$ cat src/rtl/pe_tile_pkg.sv
// Shared constants for the parametrised PE tile: config register codes, SB select
// encodings and PE opcodes.
package pe_tile_pkg;

  localparam logic [15:0] CFG_PE      = 16'd4;
  localparam logic [15:0] CFG_CB1     = 16'd5;
  localparam logic [15:0] CFG_CB0     = 16'd6;
  localparam logic [15:0] CFG_SB_BASE = 16'd8;

  localparam logic [2:0] SB_OFF = 3'd0;
  localparam logic [2:0] SB_S1  = 3'd1;
  localparam logic [2:0] SB_S2  = 3'd2;
  localparam logic [2:0] SB_S3  = 3'd3;
  localparam logic [2:0] SB_PE  = 3'd4;

  typedef enum logic [2:0] {
    OP_ADD   = 3'd0,
    OP_SUB   = 3'd1,
    OP_AND   = 3'd2,
    OP_OR    = 3'd3,
    OP_XOR   = 3'd4,
    OP_PASS0 = 3'd5,
    OP_ACC   = 3'd6,
    OP_PASS1 = 3'd7
  } pe_op_e;

  // Codes 8..11 address the four switch-box side registers.
  function automatic logic is_sb_code(input logic [15:0] code);
    return code[15:2] == 14'd2;
  endfunction

endpackage

$ cat src/rtl/cb_mux_param.sv
// Connect box: selects one track from a side's inputs or outputs, holding its own
// select register.
module cb_mux_param #(
  parameter int unsigned TRACKS   = 4,
  parameter int unsigned WIDTH    = 1,
  parameter int unsigned CB_SEL_W = $clog2(2 * TRACKS)
) (
  input  logic                      i_clk,
  input  logic                      i_rst_n,
  input  logic                      i_we,
  input  logic [CB_SEL_W-1:0]       i_wdata,
  input  logic [TRACKS*WIDTH-1:0]   i_in_side,
  input  logic [TRACKS*WIDTH-1:0]   i_out_side,
  output logic [CB_SEL_W-1:0]       o_sel,
  output logic [WIDTH-1:0]          o_data
);

  logic [CB_SEL_W-1:0] r_sel;

  always_ff @(posedge i_clk or negedge i_rst_n) begin
    if (!i_rst_n) begin
      r_sel <= '0;
    end else if (i_we) begin
      r_sel <= i_wdata;
    end
  end

  // Selects at or beyond 2*TRACKS match no entry and leave the output at zero.
  always_comb begin
    o_data = '0;
    for (int t = 0; t < int'(TRACKS); t++) begin
      if (r_sel == CB_SEL_W'(t)) begin
        o_data = i_in_side[t*WIDTH +: WIDTH];
      end
      if (r_sel == CB_SEL_W'(t + int'(TRACKS))) begin
        o_data = i_out_side[t*WIDTH +: WIDTH];
      end
    end
  end

  assign o_sel = r_sel;

endmodule

$ cat src/rtl/pe_tile_param.sv
// Parametrised PE tile: four-sided switch box, two connect boxes and a registered PE
// with readable config. Define PE_TILE_OUT_REG_EN to register every out_wire bit.
module pe_tile_param
  import pe_tile_pkg::*;
#(
  parameter int unsigned TRACKS   = 4,
  parameter int unsigned WIDTH    = 1,
  parameter int unsigned CB_SEL_W = $clog2(2 * TRACKS)
) (
  input  logic                        clk,
  input  logic                        reset,
  input  logic [31:0]                 config_addr,
  input  logic [31:0]                 config_data,
  input  logic                        config_we,
  input  logic                        config_rd,
  input  logic [15:0]                 tile_id,
  input  logic [4*TRACKS*WIDTH-1:0]   in_wire,
  output logic [4*TRACKS*WIDTH-1:0]   out_wire,
  output logic [31:0]                 config_rdata,
  output logic                        config_rvalid
);

  localparam int unsigned SIDE_W = TRACKS * WIDTH;

  logic [15:0]           w_code;
  logic                  w_hit;
  logic                  w_code_valid;
  logic                  w_wr;
  logic                  w_rd;
  logic                  w_wr_pe;
  logic [31:0]           w_rd_reg;
  logic [4*SIDE_W-1:0]   w_sb_out;
  logic [WIDTH-1:0]      w_op0;
  logic [WIDTH-1:0]      w_op1;
  logic [WIDTH-1:0]      w_pe_d;
  logic [CB_SEL_W-1:0]   w_cb0_sel;
  logic [CB_SEL_W-1:0]   w_cb1_sel;
  logic                  w_unused_data;

  logic [3*TRACKS-1:0]   r_sb [4];
  pe_op_e                r_pe_op;
  logic [WIDTH-1:0]      r_pe_out;
  logic                  r_rvalid;
  logic [31:0]           r_rdata;

  assign w_code        = config_addr[31:16];
  assign w_hit         = config_addr[15:0] == tile_id;
  assign w_code_valid  = (w_code == CFG_PE) || (w_code == CFG_CB1) || (w_code == CFG_CB0) ||
                         is_sb_code(w_code);
  assign w_wr          = config_we && w_hit;
  assign w_rd          = config_rd && w_hit && w_code_valid;
  assign w_wr_pe       = w_wr && (w_code == CFG_PE);
  assign w_unused_data = ^config_data;

  always_ff @(posedge clk or negedge reset) begin
    if (!reset) begin
      for (int s = 0; s < 4; s++) begin
        r_sb[s] <= '0;
      end
    end else begin
      for (int s = 0; s < 4; s++) begin
        if (w_wr && (w_code == CFG_SB_BASE + 16'(s))) begin
          r_sb[s] <= config_data[3*TRACKS-1:0];
        end
      end
    end
  end

  always_comb begin
    w_sb_out = '0;
    for (int s = 0; s < 4; s++) begin
      for (int t = 0; t < int'(TRACKS); t++) begin
        case (r_sb[s][3*t +: 3])
          SB_S1: w_sb_out[(s*TRACKS + t)*WIDTH +: WIDTH] =
                   in_wire[(((s + 1) % 4)*TRACKS + t)*WIDTH +: WIDTH];
          SB_S2: w_sb_out[(s*TRACKS + t)*WIDTH +: WIDTH] =
                   in_wire[(((s + 2) % 4)*TRACKS + t)*WIDTH +: WIDTH];
          SB_S3: w_sb_out[(s*TRACKS + t)*WIDTH +: WIDTH] =
                   in_wire[(((s + 3) % 4)*TRACKS + t)*WIDTH +: WIDTH];
          SB_PE: w_sb_out[(s*TRACKS + t)*WIDTH +: WIDTH] = r_pe_out;
          default: w_sb_out[(s*TRACKS + t)*WIDTH +: WIDTH] = '0;
        endcase
      end
    end
  end

`ifdef PE_TILE_OUT_REG_EN
  logic [4*SIDE_W-1:0] r_out_wire;

  always_ff @(posedge clk or negedge reset) begin
    if (!reset) begin
      r_out_wire <= '0;
    end else begin
      r_out_wire <= w_sb_out;
    end
  end

  assign out_wire = r_out_wire;
`else
  assign out_wire = w_sb_out;
`endif

  cb_mux_param #(
    .TRACKS   (TRACKS),
    .WIDTH    (WIDTH),
    .CB_SEL_W (CB_SEL_W)
  ) u_cb0 (
    .i_clk      (clk),
    .i_rst_n    (reset),
    .i_we       (w_wr && (w_code == CFG_CB0)),
    .i_wdata    (config_data[CB_SEL_W-1:0]),
    .i_in_side  (in_wire[0 +: SIDE_W]),
    .i_out_side (out_wire[0 +: SIDE_W]),
    .o_sel      (w_cb0_sel),
    .o_data     (w_op0)
  );

  cb_mux_param #(
    .TRACKS   (TRACKS),
    .WIDTH    (WIDTH),
    .CB_SEL_W (CB_SEL_W)
  ) u_cb1 (
    .i_clk      (clk),
    .i_rst_n    (reset),
    .i_we       (w_wr && (w_code == CFG_CB1)),
    .i_wdata    (config_data[CB_SEL_W-1:0]),
    .i_in_side  (in_wire[SIDE_W +: SIDE_W]),
    .i_out_side (out_wire[SIDE_W +: SIDE_W]),
    .o_sel      (w_cb1_sel),
    .o_data     (w_op1)
  );

  always_comb begin
    w_pe_d = '0;
    unique case (r_pe_op)
      OP_ADD:   w_pe_d = w_op0 + w_op1;
      OP_SUB:   w_pe_d = w_op0 - w_op1;
      OP_AND:   w_pe_d = w_op0 & w_op1;
      OP_OR:    w_pe_d = w_op0 | w_op1;
      OP_XOR:   w_pe_d = w_op0 ^ w_op1;
      OP_PASS0: w_pe_d = w_op0;
      OP_ACC:   w_pe_d = r_pe_out + w_op0;
      OP_PASS1: w_pe_d = w_op1;
    endcase
  end

  // A PE config write restarts the accumulator alongside the opcode change.
  always_ff @(posedge clk or negedge reset) begin
    if (!reset) begin
      r_pe_op  <= OP_ADD;
      r_pe_out <= '0;
    end else if (w_wr_pe) begin
      r_pe_op  <= pe_op_e'(config_data[2:0]);
      r_pe_out <= '0;
    end else begin
      r_pe_out <= w_pe_d;
    end
  end

  always_comb begin
    w_rd_reg = '0;
    if (w_code == CFG_PE) begin
      w_rd_reg = 32'(r_pe_op);
    end else if (w_code == CFG_CB0) begin
      w_rd_reg = 32'(w_cb0_sel);
    end else if (w_code == CFG_CB1) begin
      w_rd_reg = 32'(w_cb1_sel);
    end else if (is_sb_code(w_code)) begin
      w_rd_reg = 32'(r_sb[w_code[1:0]]);
    end
  end

  always_ff @(posedge clk or negedge reset) begin
    if (!reset) begin
      r_rvalid <= 1'b0;
      r_rdata  <= '0;
    end else begin
      r_rvalid <= w_rd;
      r_rdata  <= w_rd ? w_rd_reg : 32'd0;
    end
  end

  assign config_rvalid = r_rvalid;
  assign config_rdata  = r_rdata;

endmodule

$ cat config.mk
export PLATFORM = sky130hd
export DESIGN_NAME = pe_tile_param
export DESIGN_NICKNAME = d
export VERILOG_FILES = /design/src/rtl/pe_tile_pkg.sv /design/src/rtl/cb_mux_param.sv /design/src/rtl/pe_tile_param.sv
export SDC_FILE = /design/constraint.sdc
export NUM_CORES = 1
export LEC_CHECK = 0
export ABC_AREA = 1
export CORE_MARGIN = 2
export CORE_UTILIZATION = 50
export CTS_CLUSTER_SIZE = 12
export DETAILED_ROUTE_END_ITERATION = 6
export GPL_ROUTABILITY_DRIVEN = 0
export PLACE_DENSITY = 0.87
export SETUP_SLACK_MARGIN = 0.15
export SYNTH_ARGS = -nofsm -noshare
export SYNTH_HDL_FRONTEND = slang
export SYNTH_SLANG_ARGS = --single-unit
$ cat constraint.sdc
create_clock -name clk -period 3.3 [get_ports clk]
set_input_delay 0.66 -clock clk [delete_from_list [all_inputs] [get_ports clk]]
set_output_delay 0.66 -clock clk [all_outputs]
set_load 0.02 [all_outputs]
== Word level (Yosys, flattened, before mapping) ==
Cells that the tools add are included.

* Output and inout bits: 49
* Flip-flop bits (word level): 91
* Logic and storage cells: 170
* Bits of input ports: 100

* Order comparisons: 1
* Reduce and logical (&&, ||, !) cells: 16
* Add/subtract/negate cells: 3
* Equality and inequality tests: 94
* Muxes and demuxes: 42
* Bitwise gates (word level): 4

{| class="wikitable"
|+ Operators with widths
! cell !! count
|-
| == test 3 x 2 -> 1 bit (second input constant) || 38
|-
| two-way mux 32 bit || 3
|-
| == test 3 bit (second input constant) || 28
|-
| == test 16 x 4 -> 1 bit (second input constant) || 4
|-
| case mux 1 bit (4 select lines) || 16
|-
| == test 3 x 1 -> 1 bit (second input constant) || 19
|-
| == test 16 x 3 -> 1 bit (second input constant) || 3
|-
| two-way mux 12 bit || 4
|-
| binary-select mux 12 bit (select 2 bit) || 1
|-
| two-way mux 1 bit || 17
|-
| == test 16 bit || 1
|-
| == test 14 x 2 -> 1 bit (second input constant) || 1
|-
| logical AND 1 bit || 10
|-
| zero test 3 bit || 3
|-
| case mux 1 bit (8 select lines) || 1
|-
| greater-or-equal comparator 3 bit (second input constant) || 1
|-
| logical OR 1 bit || 3
|-
| NOT 2 -> 3 bit || 1
|-
| adder 1 bit || 2
|-
| bitwise AND 1 bit || 1
|-
| OR 1 bit || 1
|-
| subtractor 1 bit || 1
|-
| bitwise XOR 1 bit || 1
|}

== Longest topological paths before layout ==
* Word-level depth: 12
* Depth in mapped cells: 16
* Mapped depth without buffers: 16

== Modules after synthesis ==
Synthesis repeated with hierarchy kept, for this count alone.

* Cell total of the unflattened synthesis: 695
* Area, all modules: 4810.9 um^2

{| class="wikitable"
|+ By module, submodules not included
! module !! area an instance (um^2) !! cells each !! sequential area each (um^2) !! instances
|-
| pe_tile_param || 4458.0 || 641 || 1626.6 || 1
|-
| cb_mux_param || 176.4 || 27 || 75.1 || 2
|}

== Worst setup path after synthesis ==
OpenSTA, ideal clock, no wires.

* Path type: reg-to-output
* Start: register r_pe_out
* End: output port out_wire[10]
* Path slack: 1142 ps
* Arrival time: 1498 ps
* Path buffers: 2
* Cell stages (with the launch flop): 5
* Required time: 2640 ps
* Cell sequence: dfrtp_1 -> clkbuf_1 -> buf_2 -> inv_1 -> o41ai_1

* Longest elaborated chain between the ends: 1

{| class="wikitable"
|+ Ends and longest elaborated chain
! what !! RTL line !! source
|-
| start: declaration || pe_tile_param.sv:42 || <nowiki>logic [WIDTH-1:0] r_pe_out;</nowiki>
|-
| start signal: assignment || pe_tile_param.sv:156 || <nowiki>r_pe_out <= w_pe_d;</nowiki>
|-
| case mux 1 bit (4 select lines) || pe_tile_param.sv:73 || <nowiki>case (r_sb[s][3*t +: 3])</nowiki>
|-
| end: declaration || pe_tile_param.sv:18 || <nowiki>output logic [4*TRACKS*WIDTH-1:0] out_wire,</nowiki>
|}

Every way passes these cells.

== Final worst setup path ==
* Start: input port in_wire[5]
* End: output port out_wire[13]

* Longest elaborated chain between the ends: 1

{| class="wikitable"
|+ Ends and longest elaborated chain
! what !! RTL line !! source
|-
| start: declaration || pe_tile_param.sv:17 || <nowiki>input logic [4*TRACKS*WIDTH-1:0] in_wire,</nowiki>
|-
| case mux 1 bit (4 select lines) || pe_tile_param.sv:73 ||
|}

Every way passes these cells.

==> results.md <==
- Detail Route Antenna Nets: 0
- Worst path slowest cell: clkdlybuf4s50_1
- Vias per cell: 5.71
- Remaining global-route overflow: 0
- Pre-antenna DRT Iters: 7
- Worst reg2reg startpoint: r_pe_out
- Slew @ Worst Pin: 603 ps
- Reg2reg setup slack: 840 ps
- Reg2reg end: r_pe_out
- Final wirelength: 13.4 mm
- Clock network power share: 43.2%
- # clock sinks: 71
- Clk slew on worst S/H paths: 80 ps
- DRC Markers: 0
- TritonCTS buffer count: 9
- Synthesis-to-finish area growth: 31.5%
- Asr flop ratio synth: 100%
- Port buffer count: 108
- WS Path Type: in -> out
- Proportion of power drawn by flip-flops and latches: 44.7%
- Period Utilization, post-route: 92.3%
- Skew final: 7.86 ps
- Crit-path leading delay family: buffers and inverters
- Die X: 98 um
- Final Hold Fails: 0
- Net switching power: 0.470 mW
- Sequential fraction of the synthesis area: 40.2%
- Post-synthesis cell count: 619
- Worst-Skew Late Latency: 360 ps
- Worst R2R Path Depth: 15
- Initial antenna violation count: 0
- Commonest non-fill, non-tap cell in the layout: nand2_1
- Largest net degree at the start of global routing: 72
- Cell Pwr Density: 336 nW/um^2
- CP max FO: 3
- Yosys warns: 0
- Slew Limit Fails: 0
- Filler Cells Inserted: 697
- Fmax achieved: 328 MHz
- Tmin final: 3040 ps
- Synthesized area: 4420 um^2
- Wirelength per Cell: 15.8 um
- CTS tree: yes
- Max Cap Viol: 0
- Final Net Count: 834
- Peak supply drop: 0.204 mV
- First-pass GRT wire length: 21.3 mm
- Crit path cell chain: clkdlybuf4s50_1 -> inv_1 -> a21oi_1 -> a32oi_1 -> a21oi_1 -> clkdlybuf4s50_1
- Logic pwr share: 12.1%
- Final non-filler cell total: 845
- Post-detail-place hpwl: 9.66 mm
- Root Buffer Master: clkbuf_8
- Worst Setup Start Kind: primary input
- Starting density of the core: 51.2%
- Primary FF master, synth: dfrtp_1
- IO Pins: 149
- CORE AREA: 8640 um^2
- Die height: 98 um
- Drt initial violations: 622
- Slew headroom: 59.7%
- Pint: 1.48 mW
- Rows: 34
- Cell leakage power: 2.65 nW
- Number of global-route vias before repair: 4547
- H-Tree Depth: 3
- Placed Instances: 829
- Min-delay worst type: in -> async
- Crit path buf inv count: 3
- Commonest cells after routing, fill and taps aside: nand2_1 (137), clkdlybuf4s50_1 (105), inv_1 (91)
- Post-synth EDFFs: 0
- Synth unique cells: 35
- Total track usage: 27.7%
- Setup TNS: 0 ps
- #FFs+latches synth: 71
- Unrepaired setup endpoints after global routing: false
- Syn_area_per_cell: 7.14 um^2
- CP max stage delay: 640 ps
- Core Util, Final: 67.3%
- Clock Path Buffers: 2
- Final Setup Violations: 0
- WP data required: 2640 ps
- Ant. Diodes: 0
- DIE AREA: 9600 um^2
- Via count: 4824
- Switch share: 24.0%
- Outcome: finished clean
- Arrival time at the worst endpoint: 2380 ps
- Critical Path Sink Type: output port
- Share of layout cells above drive strength 1: 4.88%
- Post CTS Setup Buffer Count: 0
- Hold Slack: 312 ps
## worst max-delay path by stage
stage | start | end | cells past startpoint
floorplan | r_pe_out | out_wire[10] | 4
CTS | in_wire[4] | out_wire[8] | 7
detailed placement | in_wire[4] | out_wire[8] | 7
global route | in_wire[7] | out_wire[3] | 8
finish | in_wire[5] | out_wire[13] | 6
global placement | in_wire[6] | out_wire[10] | 8
## state kept, by name, indices dropped and copies added (netlist names)
register       cells
config_rdata      12
config_rvalid      1
r_pe_op            3
r_pe_out           1
r_sb              48
u_cb0.o_sel        3
u_cb1.o_sel        3
## per-layer routing
metal,routed length (um),track usage [%],up-vias
li1,-,-,2226
met1,4900,34.2,2158
met2,6270,46.1,347
met3,1490,6.08,93
met4,708,13.5,0
met5,0,0,-
## what timing repair did
action	CTS	global route
hold buffers	0	0
endpoints found under the hold margin	0	0
endpoints found under the setup margin	0	2
gates resized for setup	0	2
## area by class of cell
type	instances	area [um^2]	area share (%)
Sequential cell	71	1780	30.6
Inverter	92	345	5.94
Clock inverter	6	109	1.87
Multi-Input combinational cell	439	2140	36.9
Timing Repair Buffer	119	1180	20.2
Clock buffer	10	128	2.20
Tap cell	108	135	2.33
## cells by family after synthesis
kind of cell	synth area share, %
compound gates	19.0
xor+xnor	2.58
fa+ha+maj	0.566
simple gates	24.6
other cells	0.0849
buf+inv	12.9
flops	40.2
## synthesized netlist by cell type (2+ instances only)
library cell	instances	area share (%)
nand2_1	137	12
inv_1	91	7.7
dfrtp_1	71	40
o21ai_0	67	7.6
nor2_1	50	4.2
nand3_1	41	4.6
a21oi_1	24	2.7
o21ai_1	22	2.5
o22ai_1	21	3.0
buf_4	20	3.4
buf_2	12	1.4
xnor2_1	11	2.2
nor3_1	6	0.68
a41o_1	5	1.1
nand3_2	5	1.1
nand4_1	5	0.71
a211oi_1	4	0.68
clkbuf_1	3	0.25
nor4_1	3	0.42
ha_1	2	0.57
o211ai_1	2	0.34
o31ai_1	2	0.34
or2_2	2	0.28
xor2_1	2	0.40
## stage by stage
| stage | worst slack (ps) | area [um^2] | power, mW |
|---|---|---|---|
| finish | 256 | 5810 | 1.95 |
| floorplan | 1140 | 4490 | 0.992 |
| detailed placement | 240 | 5570 | 1.12 |
| CTS | 233 | 5810 | 1.95 |
| global route | 172 | 5810 | 2.02 |
| global placement | 303 | 5570 | 1.12 |
## power groups by stage
stage	clock network (mW)	logic, mW	registers, mW
2_1_floorplan	0	0.104	0.888
4_1_cts	0.846	0.235	0.872
3_3_place_gp	0	0.228	0.889
5_1_grt	0.890	0.255	0.872
6_report	0.844	0.237	0.873
3_5_place_dp	0	0.234	0.889
(Power assumes the default switching activity.)
